## src/rtl/i960_bus_pkg.sv

```systemverilog
// Shared i960 Sx bus definitions. The state encoding is also used by the address-decode/ready controller.
package i960_bus_pkg;

  typedef enum logic [1:0] {
    BUS_UNKNOWN = 2'd0,
    BUS_TI      = 2'd1,
    BUS_T1      = 2'd2,
    BUS_T2      = 2'd3
  } bus_state_t;

  localparam logic [1:0] AREA_ROM     = 2'b00;
  localparam logic [1:0] AREA_RAM     = 2'b01;
  localparam int         AREA_MFP_BIT = 31;

  // Bursts stop at the 16-byte line end, so the word count is clipped to the words left in the line.
  function automatic logic [2:0] calc_nwords(input logic [1:0] len, input logic [1:0] word_idx);
    logic [2:0] want;
    logic [2:0] room;
    want = {1'b0, len} + 3'd1;
    room = 3'd4 - {1'b0, word_idx};
    return (want < room) ? want : room;
  endfunction

endpackage

```

## src/rtl/i960_wait_timer.sv

```systemverilog
// Per-T2 wait-state counter. tc flags the final permitted wait, so the abort lands on the TIMEOUT-th waiting PCLK edge.
module i960_wait_timer #(
  parameter int TIMEOUT = 255
) (
  input  logic clk2,
  input  logic reset_async_n,
  input  logic clr,
  input  logic inc,
  output logic tc
);

  localparam logic [7:0] LAST_WAIT = 8'(TIMEOUT - 1);

  logic [7:0] cnt;

  always_ff @(posedge clk2 or negedge reset_async_n) begin
    if (!reset_async_n) begin
      cnt <= '0;
    end else if (clr) begin
      cnt <= '0;
    end else if (inc) begin
      cnt <= cnt + 8'd1;
    end
  end

  assign tc = (cnt == LAST_WAIT);

endmodule

```

## src/rtl/i960_bus_master.sv

```systemverilog
// i960 Sx local-bus initiator: single and burst (up to 4 words) read/write, Ti/T1/T2 sequencing on PCLK edges.
// Requests are accepted in Ti after IDLE_MIN idle PCLKs; each T2 waits on ready_n and aborts after TIMEOUT PCLKs.
module i960_bus_master
  import i960_bus_pkg::*;
#(
  parameter int TIMEOUT  = 255,
  parameter int IDLE_MIN = 1
) (
  input  logic        clk2,
  input  logic        reset_async_n,
  output logic        pclk,
  input  logic        req_valid,
  output logic        req_ready,
  input  logic        req_write,
  input  logic [31:0] req_addr,
  input  logic [1:0]  req_len,
  input  logic [3:0]  req_be_n,
  input  logic [31:0] wr_data,
  output logic        wr_take,
  output logic [31:0] rd_data,
  output logic        rd_valid,
  output logic        done,
  output logic        done_err,
  output logic [2:0]  done_cnt,
  output logic [31:0] ad_out,
  output logic        ad_oe,
  input  logic [31:0] ad_in,
  output logic [3:0]  be_n,
  output logic        as_n,
  output logic        den_n,
  output logic        w_rn,
  output logic        dt_rn,
  output logic        blast_n,
  output logic        lock_n,
  output logic        inta_n,
  input  logic        ready_n
);

  localparam logic [8:0] IDLE_NEED = 9'(IDLE_MIN);

  bus_state_t  state;
  logic        write_q;
  logic [31:0] addr_q;
  logic [2:0]  nwords;
  logic [2:0]  word_cnt;
  logic [7:0]  idle_cnt;
  logic [7:0]  idle_nxt;
  logic [2:0]  req_nwords;
  logic        wait_tc;
  logic        t2_edge;
  logic        word_ack;
  logic        last_ack;
  logic        abort;
  logic        xfer_end;
  logic        unused_addr_lsb;

  assign unused_addr_lsb = ^req_addr[1:0];

  assign req_nwords = calc_nwords(req_len, req_addr[3:2]);
  assign t2_edge    = pclk && (state == BUS_T2);
  assign word_ack   = t2_edge && !ready_n;
  assign last_ack   = word_ack && ((word_cnt + 3'd1) == nwords);
  assign abort      = t2_edge && ready_n && wait_tc;
  assign xfer_end   = last_ack || abort;
  assign idle_nxt   = (idle_cnt == 8'hFF) ? idle_cnt : idle_cnt + 8'd1;

  // Write data is muxed straight from the requester: the next word arrives between PCLK edges after wr_take.
  assign ad_out = (state == BUS_T2 && write_q) ? wr_data : addr_q;
  assign lock_n = 1'b1;
  assign inta_n = 1'b1;

  i960_wait_timer #(.TIMEOUT(TIMEOUT)) u_wait_timer (
    .clk2          (clk2),
    .reset_async_n (reset_async_n),
    .clr           ((state != BUS_T2) || word_ack || abort),
    .inc           (t2_edge && ready_n),
    .tc            (wait_tc)
  );

  always_ff @(posedge clk2 or negedge reset_async_n) begin
    if (!reset_async_n) begin
      state     <= BUS_TI;
      pclk      <= 1'b0;
      req_ready <= 1'b0;
      write_q   <= 1'b0;
      addr_q    <= '0;
      nwords    <= '0;
      word_cnt  <= '0;
      idle_cnt  <= '0;
      as_n      <= 1'b1;
      den_n     <= 1'b1;
      blast_n   <= 1'b1;
      w_rn      <= 1'b0;
      dt_rn     <= 1'b0;
      ad_oe     <= 1'b0;
      be_n      <= 4'hF;
      rd_data   <= '0;
      rd_valid  <= 1'b0;
      wr_take   <= 1'b0;
      done      <= 1'b0;
      done_err  <= 1'b0;
      done_cnt  <= '0;
    end else begin
      pclk     <= ~pclk;
      rd_valid <= 1'b0;
      wr_take  <= 1'b0;
      done     <= 1'b0;
      if (pclk) begin
        case (state)
          BUS_TI: begin
            if (req_valid && req_ready) begin
              state     <= BUS_T1;
              req_ready <= 1'b0;
              idle_cnt  <= '0;
              write_q   <= req_write;
              addr_q    <= {req_addr[31:2], 2'b00};
              nwords    <= req_nwords;
              word_cnt  <= '0;
              as_n      <= 1'b0;
              ad_oe     <= 1'b1;
              w_rn      <= req_write;
              dt_rn     <= req_write;
              be_n      <= req_be_n;
              blast_n   <= (req_nwords != 3'd1);
            end else begin
              idle_cnt  <= idle_nxt;
              req_ready <= ({1'b0, idle_nxt} + 9'd1) >= IDLE_NEED;
            end
          end
          BUS_T1: begin
            state   <= BUS_T2;
            as_n    <= 1'b1;
            den_n   <= 1'b0;
            ad_oe   <= write_q;
            blast_n <= (nwords != 3'd1);
          end
          BUS_T2: begin
            if (word_ack) begin
              word_cnt <= word_cnt + 3'd1;
              if (write_q) begin
                wr_take <= 1'b1;
              end else begin
                rd_data  <= ad_in;
                rd_valid <= 1'b1;
              end
              if (!last_ack) begin
                addr_q[3:2] <= addr_q[3:2] + 2'd1;
                blast_n     <= !((word_cnt + 3'd2) == nwords);
              end
            end
            if (xfer_end) begin
              state     <= BUS_TI;
              den_n     <= 1'b1;
              blast_n   <= 1'b1;
              ad_oe     <= 1'b0;
              done      <= 1'b1;
              done_err  <= abort;
              done_cnt  <= last_ack ? nwords : word_cnt;
              idle_cnt  <= '0;
              req_ready <= 9'd1 >= IDLE_NEED;
            end
          end
          default: state <= BUS_TI;
        endcase
      end
    end
  end

endmodule

```

## config.mk

```make
export PLATFORM = sky130hd
export DESIGN_NAME = i960_bus_master
export DESIGN_NICKNAME = d
export VERILOG_FILES = /design/src/rtl/i960_bus_pkg.sv /design/src/rtl/i960_wait_timer.sv /design/src/rtl/i960_bus_master.sv
export SDC_FILE = /design/constraint.sdc
export NUM_CORES = 1
export LEC_CHECK = 0
export ABC_AREA = 1
export BUFFER_PORTS_ARGS = -buffer_cell sky130_fd_sc_hd__buf_4
export CORE_AREA = 4 4 113 115
export DETAILED_ROUTE_END_ITERATION = 12
export DIE_AREA = 0 0 117 119
export PLACE_DENSITY = 0.73
export SLEW_MARGIN = 30
export SYNTH_ARGS = -nofsm -noshare
export SYNTH_HDL_FRONTEND = slang
export SYNTH_SLANG_ARGS = --single-unit
```

## constraint.sdc

```tcl
create_clock -name clk2 -period 1.8 [get_ports clk2]
set_input_delay 0.36 -clock clk2 [delete_from_list [all_inputs] [get_ports clk2]]
set_output_delay 0.36 -clock clk2 [all_outputs]
set_load 0.02 [all_outputs]
```

Word level (Yosys, flattened, before mapping)
Cells that the tools add are included.
W data, S select, Z words.
{ "totals": {"regBits": 104, "inputBits": 107, "output_inout_bits": 85} }
{ "classes": {"n_reduce_logical": 28, "n_lt_le_gt_ge": 2, "bitwise": 2, "n_eq_ne": 16, "n_mux": 44, "n_addsub": 8} }
{ "op_table": {"columns": ["cell", "count"], "rows": [
  ["$mux W8", 5],
  ["$mux W32", 1],
  ["$mux W1", 20],
  ["$reduce_and A3 Y1", 6],
  ["$add A8 B1 Y8 const B", 2],
  ["$eq A8 B8 Y1 const B", 2],
  ["$pmux W8 S2", 1],
  ["$mux W3", 4],
  ["$reduce_and A4 Y1", 3],
  ["$ne A2 B2 Y1 const B", 5],
  ["$reduce_and A5 Y1", 2],
  ["$add A8 B1 Y9 const B", 1],
  ["$ge A9 B1 Y1 const B", 1],
  ["$mux W2", 4],
  ["$reduce_bool A2 Y1", 4],
  ["$logic_and A1 B1 Y1", 7],
  ["$eq A3 B3 Y1", 2],
  ["$ne A3 B1 Y1 const B", 2],
  ["$ne A3 B3 Y1 const B", 2],
  ["$pmux W1 S2", 3],
  ["$pmux W1 S3", 2],
  ["$pmux W2 S3", 1],
  ["$pmux W3 S2", 1],
  ["$eq A2 B2 Y1 const B", 2],
  ["13 further kinds", 17]
]} }

Longest topological paths before layout
Gate-level depths: netlist of the first run.
{ "depth": {"depth_word": 8, "depth_mapped": 13, "depth_no_buf": 13} }

Modules after synthesis
A second synthesis of the first run with hierarchy kept.
{ "unflattened": {"cells_unflattened": 654, "area_unflattened_um2": 5185.0} }
{ "by_module_without_submodules": {"columns": ["module", "n_inst", "seq_area_each_um2", "cells_each", "area_per_inst_um2"], "rows": [
  ["i960_bus_master", 1, 2412.3, 595, 4718.3],
  ["i960_wait_timer", 1, 200.2, 59, 466.7]
]} }

Worst setup path after synthesis of the first run
OpenSTA, ideal clock, no wires.
{ "synth_timing": {"path_type": "register -> output", "start": "register state[0]", "end": "output port ad_out[10]", "path_buffers": 2, "slack_ps": -221, "arrival_ps": 1661, "stages_incl_launch_ff": 6, "cell_sequence": "dfstp_2 > ha_1 > buf_2 > nand2_1 > clkbuf_1 > a21oi_1"} }
{ "synth_via": {"elab_chain_cells": 3} }
{ "synth_rtl": {"columns": ["element", "line_no", "rtl"], "rows": [
  ["start: declaration", "i960_bus_master.sv:41", "bus_state_t state;"],
  ["start signal: assignment", "i960_bus_master.sv:82", "state <= BUS_TI;"],
  ["start signal: assignment", "i960_bus_master.sv:112", "state <= BUS_T1;"],
  ["start signal: assignment", "i960_bus_master.sv:131", "state <= BUS_T2;"],
  ["$eq A2 B2 Y1", "i960_bus_master.sv:68", "assign ad_out = (state == BUS_T2 && write_q) ? wr_data : addr_q;"],
  ["$logic_and A1 B1 Y1", "i960_bus_master.sv:68", null],
  ["$mux W32", "i960_bus_master.sv:68", null],
  ["end: declaration", "i960_bus_master.sv:25", "output logic [31:0] ad_out,"]
]} }
Every way passes these cells.

Worst setup path after layout of the first run
{ "layout_timing": {"start": "register state[0]", "end": "output port ad_out[7]"} }
The elaborated chain is that of the path after synthesis.

==> summary.txt, run 1 <==
Synthesis
  • Register bit count reported by yosys: 104
  • Most frequent cell after synthesis: nand2_1
  • Post-synth EDFFs: 0
  • Predominant post-synthesis flop cell: dfrtp_1
  • Mapped cell area: a little over 5000 µm²
  • Synth cell count leaders: nand2_1 (223), dfrtp_1 (96), inv_1 (68)
  • Synth unique cells: a little over 40
  • Yosys warning count: 0
  • Top post-synthesis cells by area: dfrtp_1 (47%), nand2_1 (16%), inv_1 (4.9%), o21ai_0 (4.6%), nor2_1 (4.2%)
  • Asr flop ratio synth: 100.0%
  • Mapped Cells: 650
  • Share of the synthesized area in the top cell type: a little under half
  • Post-synthesis sequential area ratio: between 50% and 60%
  • Yosys top cell by area: dfrtp_1
  • Mean Syn Cell Area: 7.938 µm²

Finish
  • Area grow syn2layout: 61.81%
  • Layout Nets: 1,003
  • Layout Cells excl Fill: a little over 1k
  • Fillers: 866
  • Share of cells above drive strength 1: between 40 and 50%
  • Antenna Cells: 0
  • Sequential cell area: around 2600 µm²
  • Multi-input gate area: about 2800 µm²

Clock tree
  • CTS Buf Count: 9
  • Clock-pin slew on the worst setup and hold paths: ~0.070 ns
  • Htree depth: 3
  • Bufs on Longest Clock Path: 2
  • Later-pin clock latency in the skew report: 0.33 ns
  • CTS tree: yes
  • Clock Sinks: around 100
  • Clock Tree Root: clkbuf_16

Die
  • Die Y-Extent: roughly 120 µm
  • # rows: 40
  • Die Footprint: 13,920 µm²
  • Core area: ~12,000 µm²
  • Ports: 192
  • Starting Density: between 40 and 50%
  • Die width: around 120 µm

Global route
  • Initial antenna violation count: 0
  • GRT Total Usage: a little over a fifth
  • Remaining global-route overflow: 0
  • First-pass GRT wire length: between 20,000 and 25,000 µm
  • Vias in the first global route: around 5.1k
  • Largest net degree at the start of global routing: ~40

Power and ir drop
  • Int Pwr: between 8 and 9 mW
  • Sequential group share of total power: a little over a quarter
  • Sw frac: a little over two fifths
  • Share of power burned in the clock network: roughly 16%
  • Comb power frac: roughly 58%
  • Pwr Total: roughly 14 mW
  • VDD IR max: around 0.0012 V
  • Pwr Density: 1724 nW/µm²
  • Leak: 4.153 nW
  • Sw power: 6.062 mW

STA
  • Slew Limit Fails: 0
  • Min Hold Slack: around 0.22 ns
  • Final number of setup-violating endpoints: 85
  • Clock skew: roughly 0.0091 ns
  • Final Hold Fails: 0
  • Min Tclk post-route: approximately 2.1 ns
  • Fmax: 479.8 MHz
  • Setup ws final: -0.2841 ns
  • RSZ-0062 raised after global routing: yes
  • Crit share post-route: 115.8%

Setup path
  • Critical Path RT: ~1.4 ns
  • Crit Path Max Fanout: 10
  • Arr. time, crit path: around 1.7 ns
  • Critical Path Source Type: register
  • Setup crit end kind: output pin
  • Critical path class: reg2out

Drt
  • Vias per inst: 5.035
  • Routed wire length: ~15,000 µm
  • First-iteration detailed-routing DRC count: ~320
  • WL per Instance: around 15 µm
  • DRT antenna net count: 0
  • Via count: ~5.2k
  • DRC errors left: 0
  • DRT Pass-1 Iters: 4

Status
  • Run status: finished, violations left
  • Violated checks: negative setup slack

Placement
  • Number of cells after detailed placement: between 1k and 1.5k
  • Post-DP HPWL: around 11,000 µm
  • RD Place Congestion: roughly 0.83
  • Port bufs: 187

Run
  • Max-cap viol count: 0

Min path
  • Hold/Removal Path Class: in2reg
registers in the layout (all words and copies together), names as in the netlist, 2 cells and up:
signal and cells:
word_cnt 3, be_n 4, state 2, rd_data 32
u_wait_timer.cnt 8, idle_cnt 8, done_cnt 3, nwords 3
addr_q 30
placed cells by master (no fill, tap or decap), types with 2 or more instances in the layout:
| master | count |
|---|---|
| dfrtp_1 | 96 |
| buf_16 | 3 |
| nand2_8 | 2 |
| clkinv_4 | 2 |
| o21ai_2 | 6 |
| inv_2 | 3 |
| nor2_4 | 27 |
| xor2_1 | 5 |
| nand2_2 | 10 |
| nand3b_1 | 2 |
| conb_1 | 2 |
| nand4_1 | 6 |
| clkinv_2 | 2 |
| nand2_1 | 214 |
| buf_12 | 6 |
| nand2_4 | 2 |
| nand4_4 | 2 |
| buf_4 | 202 |
| nor2_1 | 23 |
| o211ai_1 | 2 |
| nor2_2 | 14 |
| a21oi_1 | 6 |
| o21ai_1 | 7 |
| nand3_1 | 16 |
| buf_6 | 28 |
| a21oi_4 | 30 |
| o21ai_0 | 42 |
| bufinv_16 | 3 |
| ha_1 | 12 |
| clkbuf_16 | 11 |
| inv_1 | 66 |
| dfstp_2 | 8 |
| nor3_2 | 2 |
| nor3_1 | 2 |
| a31oi_1 | 3 |
worst max-delay path, cell delays in order, from the launching register on:
cell	delay, ns
dfstp_2	0.56
ha_4	0.18
nand2_8	0.11
buf_8	0.19
nor2_2	0.14
a21oi_4	0.04
buf_4	0.15
final timing paths:
kind | startpoint | endpoint | slack (ns) | depth (start not counted)
setup / recovery | state[0] | ad_out[7] | -0.28 | 6
hold / removal | ad_in[24] | rd_data[24] | 0.22 | 3
setup reg to reg | state[0] | idle_cnt[3] | -0.21 | 12
hold reg to reg | be_n[3] | be_n[3] | 0.47 | 2
max in group asynchronous | reset_async_n | be_n[3] | 0.70 | 3
min in group asynchronous | reset_async_n | u_wait_timer.cnt[6] | 0.51 | 2
power by group through the flow:
stage | clock (mW) | combinational, mW | sequential, mW
after floorplan | 0 | 4.05 | 4.31
after global placement | 0 | 7.19 | 3.76
after detailed placement | 0 | 7.36 | 3.80
after CTS | 2.26 | 8.10 | 3.79
after global routing | 2.37 | 9.08 | 3.88
final | 2.23 | 8.38 | 3.79
metal layers:
layer,vias to the layer above,track usage (%),wire (µm)
li1,2510,-,-
met1,2506,26.33,6025
met2,158,36.84,8156
met3,32,4.319,817
met4,0,8.387,388
met5,-,0,0
cell type report:
class                      instances  share of cell area [%]
inverter                          71                   3.282
tap                              147                   2.203
clock buffer                       9                   2.697
multi-input combinational        453                   33.85
clock inverter                     7                   1.409
sequential                       104                   31.29
timing repair buffer             243                   25.27
logic make-up after synthesis:
family / share of synthesized area (%)
flops: 50.63
compound gates: 10.86
simple gates: 26.75
xor+xnor: 1.018
other cells: 0.07268
buf+inv: 7.274
fa+ha+maj: 3.395
per-stage QoR:
step / util (%) / instance area, µm² / setup TNS (ns) / setup WS (ns)
after global placement: 62.69 / 7405 / -5.627 / -0.1089
after CTS: 69.21 / 8174 / -11.04 / -0.2933
final: 70.69 / 8349 / -12.42 / -0.2841
after global routing: 70.69 / 8349 / -19.47 / -0.3402
after floorplan: - / 5595 / -0.3975 / -0.01922
after detailed placement: 62.69 / 7405 / -7.155 / -0.1747
what timing repair did:
item	in CTS	in global routing
gates resized for setup	93	25
setup endpoints to repair	92	108
hold buffers	1	0
cloned	2	2
setup buffers	4	5
pin swaps	5	6
endpoints found under the hold margin	30	0
(Power assumes the default switching activity.)
==> run 2, diff against run 1 <==
- CTS_BUF_LIST: unset -> sky130_fd_sc_hd__clkbuf_4
- TNS_END_PERCENT: unset -> 5
==> run 2 against run 1 <==
Compared with the run above:
- the run still ends with negative setup slack left
- critical endpoint is now ad_out[10]
- global-route usage shrank 0.45 points
- clock skew rose by 0.013 ns
- non-clock buffer count shrank 8
- worst setup slack worse by 0.15 ns
- final cell count down 0.68%
- flip-flop and latch count unchanged
- largest cell class unchanged
==> summary.txt, run 2 (synthesized netlist as in run 1, its figures left out) <==
Status
  • Run status: finished, violations left
  • Violated checks: negative setup slack

STA
  • Clock skew: 0.02193 ns (+0.01280 ns)
  • Final Hold Fails: 0 (unchanged)
  • Least-Margin Pin Slew: around 0.5 ns
  • Setup ws final: -0.4322 ns (-0.1482 ns)
  • TNS Setup: -16.38 ns (-3.959 ns)
  • Min Hold Slack: 0.09541 ns (-0.1227 ns)
  • Crit share post-route: 124.0% (+8.2 points)
  • Final number of setup-violating endpoints: 85 (unchanged)
  • Slew Limit Fails: 0 (unchanged)
  • Fmax: 448.0 MHz (-6.6%)
  • RSZ-0062 raised after global routing: yes
  • Max_slew headroom: 66.63%
  • Min Tclk post-route: 2.232 ns (+0.1482 ns)

Finish
  • Most frequent cells in the layout: nand2_1 (219), buf_4 (207), dfrtp_1 (96), inv_1 (67), o21ai_0 (41)
  • Fillers: 915 (+5.7%)
  • Area grow syn2layout: 54.78%
  • Most common cell after layout, fill and taps aside: nand2_1
  • Multi-input gate area: 2799 µm² (-0.97%)
  • Layout Cells excl Fill: 1,027 (-0.68%)
  • Largest registers: rd_data (32), addr_q (30)
  • Share of cells above drive strength 1: 40.27% (-1.8 points)
  • Biggest register: rd_data
  • Sequential cell area: 2613 µm² (unchanged)
  • Max FFs per register: 32 (unchanged)
  • Layout Nets: 995 (-0.80%)

Die
  • Ports: 192 (unchanged)
  • Die Y-Extent: 119 µm (unchanged)
  • # rows: 40 (unchanged)
  • Die Footprint: 13,920 µm² (unchanged)
  • Starting Density: 43.69% (unchanged)
  • Core area: 11,810 µm² (unchanged)
  • Die width: 117 µm (unchanged)

Clock tree
  • CTS Buf Count: 9 (unchanged)
  • Later-pin clock latency in the skew report: 0.45 ns (+0.12 ns)
  • Clock Tree Root: clkbuf_4
  • Bufs on Longest Clock Path: 2 (unchanged)
  • CTS tree: yes
  • Clock Sinks: 104 (unchanged)
  • Clock-pin slew on the worst setup and hold paths: 0.17 ns (+0.10 ns)
  • Htree depth: 3 (unchanged)

Setup path
  • R2r worst-path depth: 11 (-1)
  • Crit Path Max Fanout: 8 (-2)
  • Setup crit end kind: output pin
  • Critical Path Source Type: register
  • Crit-path cells: ha_4 > nand2_8 > clkbuf_16 > nor2_4 > a21oi_4 > buf_4
  • Arr. time, crit path: 1.87 ns (+0.15 ns)
  • R2R Setup Slk: -0.20 ns (about the same)
  • Worst path slowest cell: dfstp_2
  • CP delay by family, top: flip-flops
  • Max stage delay on crit path: 0.59 ns (+0.03 ns)
  • Critical Path RT: 1.44 ns (about the same)
  • RR Endpoint: state[0]
  • R2R Path Start: state[0]
  • Critical path class: reg2out
  • Crit path buffers/inverters: 2 (unchanged)

Power and ir drop
  • Comb power frac: 62.4% (+4.2 points)
  • Int Pwr: 7.087 mW (-15%)
  • VDD IR max: 0.0008058 V (-31%)
  • Sequential group share of total power: 29.1% (+2.7 points)
  • Pwr Density: 1624 nW/µm² (-5.8%)
  • Share of power burned in the clock network: 8.5% (-7.0 points)
  • Leak: 3.982 nW (-4.1%)
  • Sw frac: 45.36% (+3.3 points)
  • Sw power: 5.883 mW (-2.9%)

Drt
  • DRC errors left: 0 (unchanged)
  • Via count: 5,060 (-2.8%)
  • DRT antenna net count: 0 (unchanged)
  • DRT Pass-1 Iters: 5 (+1)
  • Vias per inst: 4.927 (-2.1%)
  • Routed wire length: 14,710 µm (-4.4%)
  • WL per Instance: 14.32 µm (-3.8%)
  • First-iteration detailed-routing DRC count: 268 (-17%)

Min path
  • Hold Path Depth: 3 (unchanged)
  • Hold EP: rd_data[28]
  • Worst hold path startpoint: ad_in[28]
  • Hold/Removal Path Class: in2reg

Global route
  • GRT Total Usage: 21.07% (-0.45 points)
  • First-pass GRT wire length: 23,830 µm (-1.1%)
  • Largest net degree at the start of global routing: 67 (+63%)
  • Vias in the first global route: 5,173 (+0.47%)
  • Remaining global-route overflow: 0 (unchanged)
  • Initial antenna violation count: 1 (+1)

Placement
  • RD Place Congestion: 0.8768 (+5.0%)
  • Port bufs: 187 (unchanged)
  • Post-DP HPWL: 10,820 µm (-0.58%)
  • Number of cells after detailed placement: 1,004 (unchanged)

Run
  • Max-cap viol count: 0 (unchanged)
run 2: layer usage:
metal | GRT usage, % | wire [µm]
met5 | 0 | 0
met4 | 8.817 | 505
met3 | 3.811 | 919
met2 | 36.74 | 7440
met1 | 25.14 | 5845
run 2: worst max-delay path by stage:
stage	start	endpoint	slack, ns	depth (start not counted)
floorplan	state[0]	ad_out[23]	-0.02	6
global placement	state[0]	idle_cnt[3]	-0.15	9
detailed placement	state[0]	idle_cnt[4]	-0.20	9
CTS	state[0]	ad_out[10]	-0.46	6
global route	state[0]	ad_out[10]	-0.52	6
finish	state[0]	ad_out[10]	-0.43	6
run 2: worst min-delay path, cell delays in order:
cell and delay, ns:
buf_4 0.08, nand2_1 0.04, nand2_1 0.05
run 2: power groups by stage:
stage	logic (mW)	registers (mW)	clock network [mW]
global placement	7.23	3.76	0
finish	8.09	3.77	1.11
global route	8.79	3.87	1.24
CTS	7.84	3.77	1.15
floorplan	4.05	4.31	0
detailed placement	7.43	3.80	0
run 2: timing repair:
action	4_1_cts	5_1_grt
endpoints found under the hold margin	32	0
endpoints found under the setup margin	93	130
gates resized for setup	57	31
gates cloned	2	2
hold buffers	1	0
pin swaps	4	3
buffers inserted	1	0
run 2: area by class of cell:
class,instances,share of cell area [%]
clock buffers,9,0.8460
flip-flops and latches,104,32.71
multi-input cells,453,35.05
clock inverters,7,0.7050
inverters,71,3.353
well taps,147,2.303
repair buffers,235,25.00
diodes,1,0.03133
run 2: stage by stage:
stage	util, %	area (µm²)	setup WS (ns)	power, mW
after floorplan	-	5590	-0.01922	8.358
after global placement	62.86	7425	-0.1526	10.99
after detailed placement	62.86	7425	-0.1991	11.23
after CTS	66.05	7801	-0.4625	12.76
after global routing	67.62	7986	-0.5191	13.91
final	67.62	7986	-0.4322	12.97
